File: src/rtl/audio_pkg.sv
// audio_pkg: shared definitions for the audio datapath blocks.
//   SAMPLE_W_DEF   default bits per channel sample
//   FRAME_BCLKS    bit clocks per stereo frame at the serializer
//   stereo_pair_t  one left/right sample pair, as produced by the sound sources
package audio_pkg;

  localparam int unsigned SAMPLE_W_DEF = 24;
  localparam int unsigned FRAME_BCLKS  = 256;

  typedef struct packed {
    logic [SAMPLE_W_DEF-1:0] left;
    logic [SAMPLE_W_DEF-1:0] right;
  } stereo_pair_t;

endpackage

File: src/rtl/audio_lrclk_sync.sv
// audio_lrclk_sync: brings the serializer's asynchronous daclrc into the
// system clock domain and produces one-cycle edge pulses.
// Ports:
//   sys_clk    in   system clock
//   sys_rst_n  in   asynchronous active-low reset
//   daclrc     in   serializer word clock (0 = left half, 1 = right half)
//   lr_rise    out  one-cycle pulse, synchronized daclrc 0->1
//   lr_fall    out  one-cycle pulse, synchronized daclrc 1->0
module audio_lrclk_sync #(
  parameter int unsigned SYNC_STAGES = 2
) (
  input  logic sys_clk,
  input  logic sys_rst_n,
  input  logic daclrc,
  output logic lr_rise,
  output logic lr_fall
);

  logic [SYNC_STAGES-1:0] sync_q;
  logic [SYNC_STAGES-1:0] fill_q;
  logic                   lr_q;
  logic                   primed_q;
  logic                   lr_s;

  assign lr_s = sync_q[SYNC_STAGES-1];

  // fill_q tracks how far real samples have propagated through the
  // synchronizer since reset release. Edges are reported only once lr_q holds
  // a genuine sample, so a daclrc already high at release does not look like
  // a 0->1 transition against the reset value of the flops.
  always_ff @(posedge sys_clk or negedge sys_rst_n) begin
    if (!sys_rst_n) begin
      sync_q   <= '0;
      fill_q   <= '0;
      lr_q     <= 1'b0;
      primed_q <= 1'b0;
    end else begin
      sync_q   <= {sync_q[SYNC_STAGES-2:0], daclrc};
      fill_q   <= {fill_q[SYNC_STAGES-2:0], 1'b1};
      lr_q     <= lr_s;
      primed_q <= fill_q[SYNC_STAGES-1];
    end
  end

  always_comb begin
    lr_rise = primed_q &  lr_s & ~lr_q;
    lr_fall = primed_q & ~lr_s &  lr_q;
  end

endmodule

File: src/rtl/audio_sample_fifo.sv
// audio_sample_fifo: stereo sample buffer feeding the I2S DAC serializer.
// Pairs arrive over valid/ready, are queued in a circular buffer, and are
// released to the serializer one per frame: the left word on the daclrc rise
// (left half done), the right word via a shadow register on the daclrc fall.
// Ports:
//   sys_clk, sys_rst_n    clock, asynchronous active-low reset
//   in_valid/in_ready     input handshake, transfer when both high
//   in_left, in_right     input sample pair (two's complement)
//   daclrc                serializer word clock, asynchronous
//   data_left/data_right  words presented to the serializer
//   level                 pairs currently stored, 0..DEPTH
//   underflow             sticky, a frame found the FIFO empty
//   underflow_clr         pulse, clears underflow (a new event wins)
module audio_sample_fifo
  import audio_pkg::*;
#(
  parameter int unsigned SAMPLE_W    = SAMPLE_W_DEF,
  parameter int unsigned DEPTH       = 16,
  parameter int unsigned SYNC_STAGES = 2
) (
  input  logic                     sys_clk,
  input  logic                     sys_rst_n,
  input  logic                     in_valid,
  output logic                     in_ready,
  input  logic [SAMPLE_W-1:0]      in_left,
  input  logic [SAMPLE_W-1:0]      in_right,
  input  logic                     daclrc,
  output logic [SAMPLE_W-1:0]      data_left,
  output logic [SAMPLE_W-1:0]      data_right,
  output logic [$clog2(DEPTH):0]   level,
  output logic                     underflow,
  input  logic                     underflow_clr
);

  localparam int unsigned PTR_W = $clog2(DEPTH);
  localparam int unsigned LVL_W = PTR_W + 1;
  localparam logic [LVL_W-1:0] FULL_LVL = LVL_W'(DEPTH);

  logic [SAMPLE_W-1:0] mem_left  [DEPTH];
  logic [SAMPLE_W-1:0] mem_right [DEPTH];

  logic [PTR_W-1:0]    wr_ptr;
  logic [PTR_W-1:0]    rd_ptr;
  logic [SAMPLE_W-1:0] shadow_right;

  logic lr_rise;
  logic lr_fall;
  logic push;
  logic pop;
  logic starve;
  logic fifo_empty;

  audio_lrclk_sync #(
    .SYNC_STAGES(SYNC_STAGES)
  ) u_lrclk_sync (
    .sys_clk  (sys_clk),
    .sys_rst_n(sys_rst_n),
    .daclrc   (daclrc),
    .lr_rise  (lr_rise),
    .lr_fall  (lr_fall)
  );

  always_comb begin
    fifo_empty = (level == '0);
    in_ready   = (level != FULL_LVL);
    push       = in_valid & in_ready;
    // A pair pushed in the same cycle as a rise on an empty FIFO is not
    // forwarded: the frame is muted and the pair waits for the next rise.
    pop        = lr_rise & ~fifo_empty;
    starve     = lr_rise &  fifo_empty;
  end

  // Sample storage carries no reset; only pointers and level define content.
  always_ff @(posedge sys_clk) begin
    if (push) begin
      mem_left[wr_ptr]  <= in_left;
      mem_right[wr_ptr] <= in_right;
    end
  end

  always_ff @(posedge sys_clk or negedge sys_rst_n) begin
    if (!sys_rst_n) begin
      wr_ptr <= '0;
      rd_ptr <= '0;
      level  <= '0;
    end else begin
      if (push) begin
        wr_ptr <= wr_ptr + PTR_W'(1);
      end
      if (pop) begin
        rd_ptr <= rd_ptr + PTR_W'(1);
      end
      unique case ({push, pop})
        2'b10:   level <= level + LVL_W'(1);
        2'b01:   level <= level - LVL_W'(1);
        default: level <= level;
      endcase
    end
  end

  always_ff @(posedge sys_clk or negedge sys_rst_n) begin
    if (!sys_rst_n) begin
      data_left    <= '0;
      shadow_right <= '0;
      data_right   <= '0;
    end else begin
      if (pop) begin
        data_left    <= mem_left[rd_ptr];
        shadow_right <= mem_right[rd_ptr];
      end else if (starve) begin
        data_left    <= '0;
        shadow_right <= '0;
      end
      if (lr_fall) begin
        data_right <= shadow_right;
      end
    end
  end

  always_ff @(posedge sys_clk or negedge sys_rst_n) begin
    if (!sys_rst_n) begin
      underflow <= 1'b0;
    end else if (starve) begin
      underflow <= 1'b1;
    end else if (underflow_clr) begin
      underflow <= 1'b0;
    end
  end

endmodule
File: config.mk
export PLATFORM = sky130hd
export DESIGN_NAME = audio_sample_fifo
export DESIGN_NICKNAME = d
export VERILOG_FILES = /design/src/rtl/audio_pkg.sv /design/src/rtl/audio_lrclk_sync.sv /design/src/rtl/audio_sample_fifo.sv
export SDC_FILE = /design/constraint.sdc
export NUM_CORES = 1
export LEC_CHECK = 0
export CAP_MARGIN = 10
export CORE_MARGIN = 5
export CORE_UTILIZATION = 45
export DETAILED_ROUTE_END_ITERATION = 12
export PLACE_DENSITY = 0.59
export SLEW_MARGIN = 20
export SYNTH_ARGS = -nofsm -noshare
export SYNTH_HDL_FRONTEND = slang
export SYNTH_SLANG_ARGS = --single-unit
File: constraint.sdc
create_clock -name sys_clk -period 6.09 [get_ports sys_clk]
set_clock_uncertainty 0.2 [all_clocks]
set_input_delay 1.218 -clock sys_clk [delete_from_list [all_inputs] [get_ports sys_clk]]
set_output_delay 1.218 -clock sys_clk [all_outputs]
set_load 0.005 [all_outputs]
==> key figures <==
STA
  – Actual slew at the worst max-slew pin: 1060 ps
  – Setup_tns: 0 ps
  – Max-slew violations: 0
  – Period minus WS final: 3940 ps
  – Fin Hold WS: 149 ps
  – Final setup fails: 0
  – Slew margin rel.: 29.1%
  – Period Utilization, post-route: 64.7%
  – Unrepaired setup endpoints after global routing: false
  – Fmax: 0.254 GHz
  – Final Hold Viols: 0

Floorplanning
  – DIE AREA: 78500 sq um
  – Core ar.: 72700 sq um
  – Number of placed I/O pins: 108
  – Row cnt: 99
  – Die H: 280 um
  – Initial core utilization: 45.2%
  – Die span in x: 280 um

Critical path
  – R2R setup slack: 2530 ps
  – FF-to-FF Start: level[2]$_DFFE_PN0P_
  – Setup crit start kind: primary input
  – Capture point of the worst reg-to-reg path: mem_right[15][3]$_DFFE_PP_
  – Critical Path RT: 6190 ps
  – Crit path max fanout: 30
  – Worst Path Arrival: 4040 ps
  – Worst Setup End Kind: flip-flop
  – Worst Setup Path Type: primary input to flip-flop
  – FF-to-FF path depth: 5

Min path
  – Hold path cells: 0
  – Hold Path Origin: u_lrclk_sync.fill_q[1]$_DFF_PN0_
  – Hold endpoint: u_lrclk_sync.primed_q$_DFF_PN0_
  – HP Class: flip-flop to flip-flop

Final layout
  – Final Core Density: 52.5%
  – Area taken by flip-flops and latches: 25400 sq um
  – Area of the multi-input gates: 7130 sq um
  – Share of cells above drive strength 1: 24.8%
  – Synthesis-to-finish area growth: 16.3%
  – # nets final: 1659
  – Filler instances: 5518

Pwr
  – Clock power frac: 30.9%
  – Leak Pwr: 12.6 nW
  – Switching part of the total: 27.7%
  – Sw Pwr: 0.00484 W
  – Total power: 0.0175 W
  – Power per standard cell area: 457 nW/um^2
  – Pint: 0.0126 W
  – Max IR drop VDD: 0.000294 V
  – Comb pwr share: 24.8%
  – Seq pwr share: 44.3%

Synth
  – Synth cell types: 36
  – Sequential cell area fraction in the yosys report: 77.2%
  – Post-synthesis register bit count: 860
  – Number of enable flip-flop cells after synthesis: 768
  – Post-synth top cells: 768 x edfxtp_1, 192 x mux4_2, 144 x mux2i_1
  – Most frequent cell after synthesis: edfxtp_1
  – Yosys warning count: 0
  – Synthesized instance count: 1434
  – Avg Cell Area, Syn: 22.9 sq um
  – Yosys top cell area share: 70.2%
  – Post-Syn Nets: 1496
  – Syn Std Cell Area: 32800 sq um
  – Synth top area cells: edfxtp_1 70%, mux4_2 13%, dfrtp_1 7.0%, mux2i_1 4.4%, a22o_1 1.3%
  – Top FF cell, synth: edfxtp_1
  – Async SR Flop Fraction: 10.7%
  – Post-synth top area cell: edfxtp_1

Clock network
  – Clk Latency, worst-skew pair: 620 ps
  – Cts hold-fix bufs: 0
  – Clock slew seen by the registers of the worst setup and hold paths: 60 ps
  – CTS Root Cell: clkbuf_16
  – Post-CTS resize count: 0
  – Post-CTS setup buffers: 0
  – Clk sinks: 860
  – CTS tree: built
  – CTS Buffer Depth: 3
  – Htree depth: 3
  – Total CTS buffers: 90

Detailed routing
  – Routed Antenna Nets: 0
  – Routed WL: 70900 um
  – Met2 WL: 35800 um
  – Top layer in use: met5
  – Initial DRC Count: 992
  – Routed len/inst: 27.0 um
  – M1 wire length: 30300 um
  – Vias: 14.7k
  – DR pass1 iterations: 7
  – # DRC: 0
  – Met3 wire length: 3060 um
  – Via/cell ratio: 5.61

Global routing
  – Largest net degree at the start of global routing: 67
  – Global-route wire length before repair: 106000 um
  – Antenna violations before repair: 2
  – GR Util All Layers: 18.2%
  – Grt total ovfl: 0
  – Vias in the first global route: 15.8k

Run status
  – Status: completed

Flow run
  – Max-cap viol count: 0

Place
  – PortBufs: 107
  – Final HPWL DP: 41300 um
  – Routability cong.: 0.761
-- layout make-up --
cell class / count / share of cell area, %
repair buffers: 148 / 4.03
flip-flops and latches: 860 / 66.4
inverters: 6 / 0.0590
clock buffers: 106 / 6.19
clock inverters: 57 / 1.45
diodes: 1 / 0.00655
multi-input cells: 491 / 18.7
well taps: 959 / 3.14
-- state kept, by name (all words and copies together) (netlist names) --
register,count
u_lrclk_sync.primed_q,1
u_lrclk_sync.sync_q,2
u_lrclk_sync.lr_q,1
u_lrclk_sync.fill_q,2
rd_ptr,4
data_right,24
wr_ptr,4
data_left,24
mem_left,384
mem_right,384
level,5
shadow_right,24
underflow,1
-- stage by stage --
step | setup WS [ps] | std cells | instance area, sq um
3_3_place_gp | 1600 | 2464 | 35300
4_1_cts | 2230 | 2627 | 38200
6_report | 2150 | 2628 | 38200
3_5_place_dp | 1570 | 2464 | 35300
5_1_grt | 2070 | 2628 | 38200
2_1_floorplan | 210 | 1434 | 32800
-- per-layer routing --
layer / track usage [%] / vias up
met5: 0 / -
met4: 5.07 / 2
met3: 3.35 / 111
met2: 30.2 / 343
met1: 25.3 / 7937
li1: - / 6347
-- worst max-delay path by stage --
stage                     startpoint                    endpoint  slack, ps  depth (start not counted)
after floorplan             in_valid    mem_left[3][0]$_DFFE_PP_        210                          3
after global placement      in_valid   mem_right[7][3]$_DFFE_PP_       1600                          5
after detailed placement    in_valid  mem_left[15][22]$_DFFE_PP_       1570                          5
after CTS                   in_valid  mem_left[15][22]$_DFFE_PP_       2230                          5
after global routing        in_valid  mem_right[15][3]$_DFFE_PP_       2070                          5
final                       in_valid  mem_right[15][3]$_DFFE_PP_       2150                          5
-- cell usage in the layout, fill, tap and decap left out, drive strengths merged, types with 6 or more instances in the layout --
cell type	netlist	routed
clkbuf	23	106
clkinv	0	39
bufinv	0	10
nand2	12	12
buf	54	42
edfxtp	768	768
clkdlybuf4s50	0	106
mux4	192	192
mux2	26	26
inv	6	9
mux2i	144	144
dfrtp	92	92
ha	9	9
xnor2	6	6
nor2	15	15
a22o	48	48
-- kinds of logic after synthesis --
logic type	after synthesis	share of synthesized area [%]
and+or+nand+nor	46	0.701
AOI/OAI and AO/OA	63	1.58
DFF	860	77.2
xor gates and xnor gates	10	0.267
other	1	0.0114
adders and majority gates	9	0.343
buffers and inverters	83	1.41
muxes	362	18.4
-- critical path, cell delays in order --
cell,delay (ps)
clkdlybuf4s50_1,450
a21boi_1,770
nand2_1,460
nor2_4,780
buf_12,330
-- power groups by stage --
stage | logic (W) | registers (W) | clock network (W)
2_1_floorplan | 0.00311 | 0.00758 | 0
6_report | 0.00433 | 0.00774 | 0.00540
4_1_cts | 0.00447 | 0.00775 | 0.00552
3_3_place_gp | 0.00444 | 0.00784 | 0
5_1_grt | 0.00467 | 0.00783 | 0.00576
3_5_place_dp | 0.00447 | 0.00787 | 0
(Power assumes the default switching activity.)
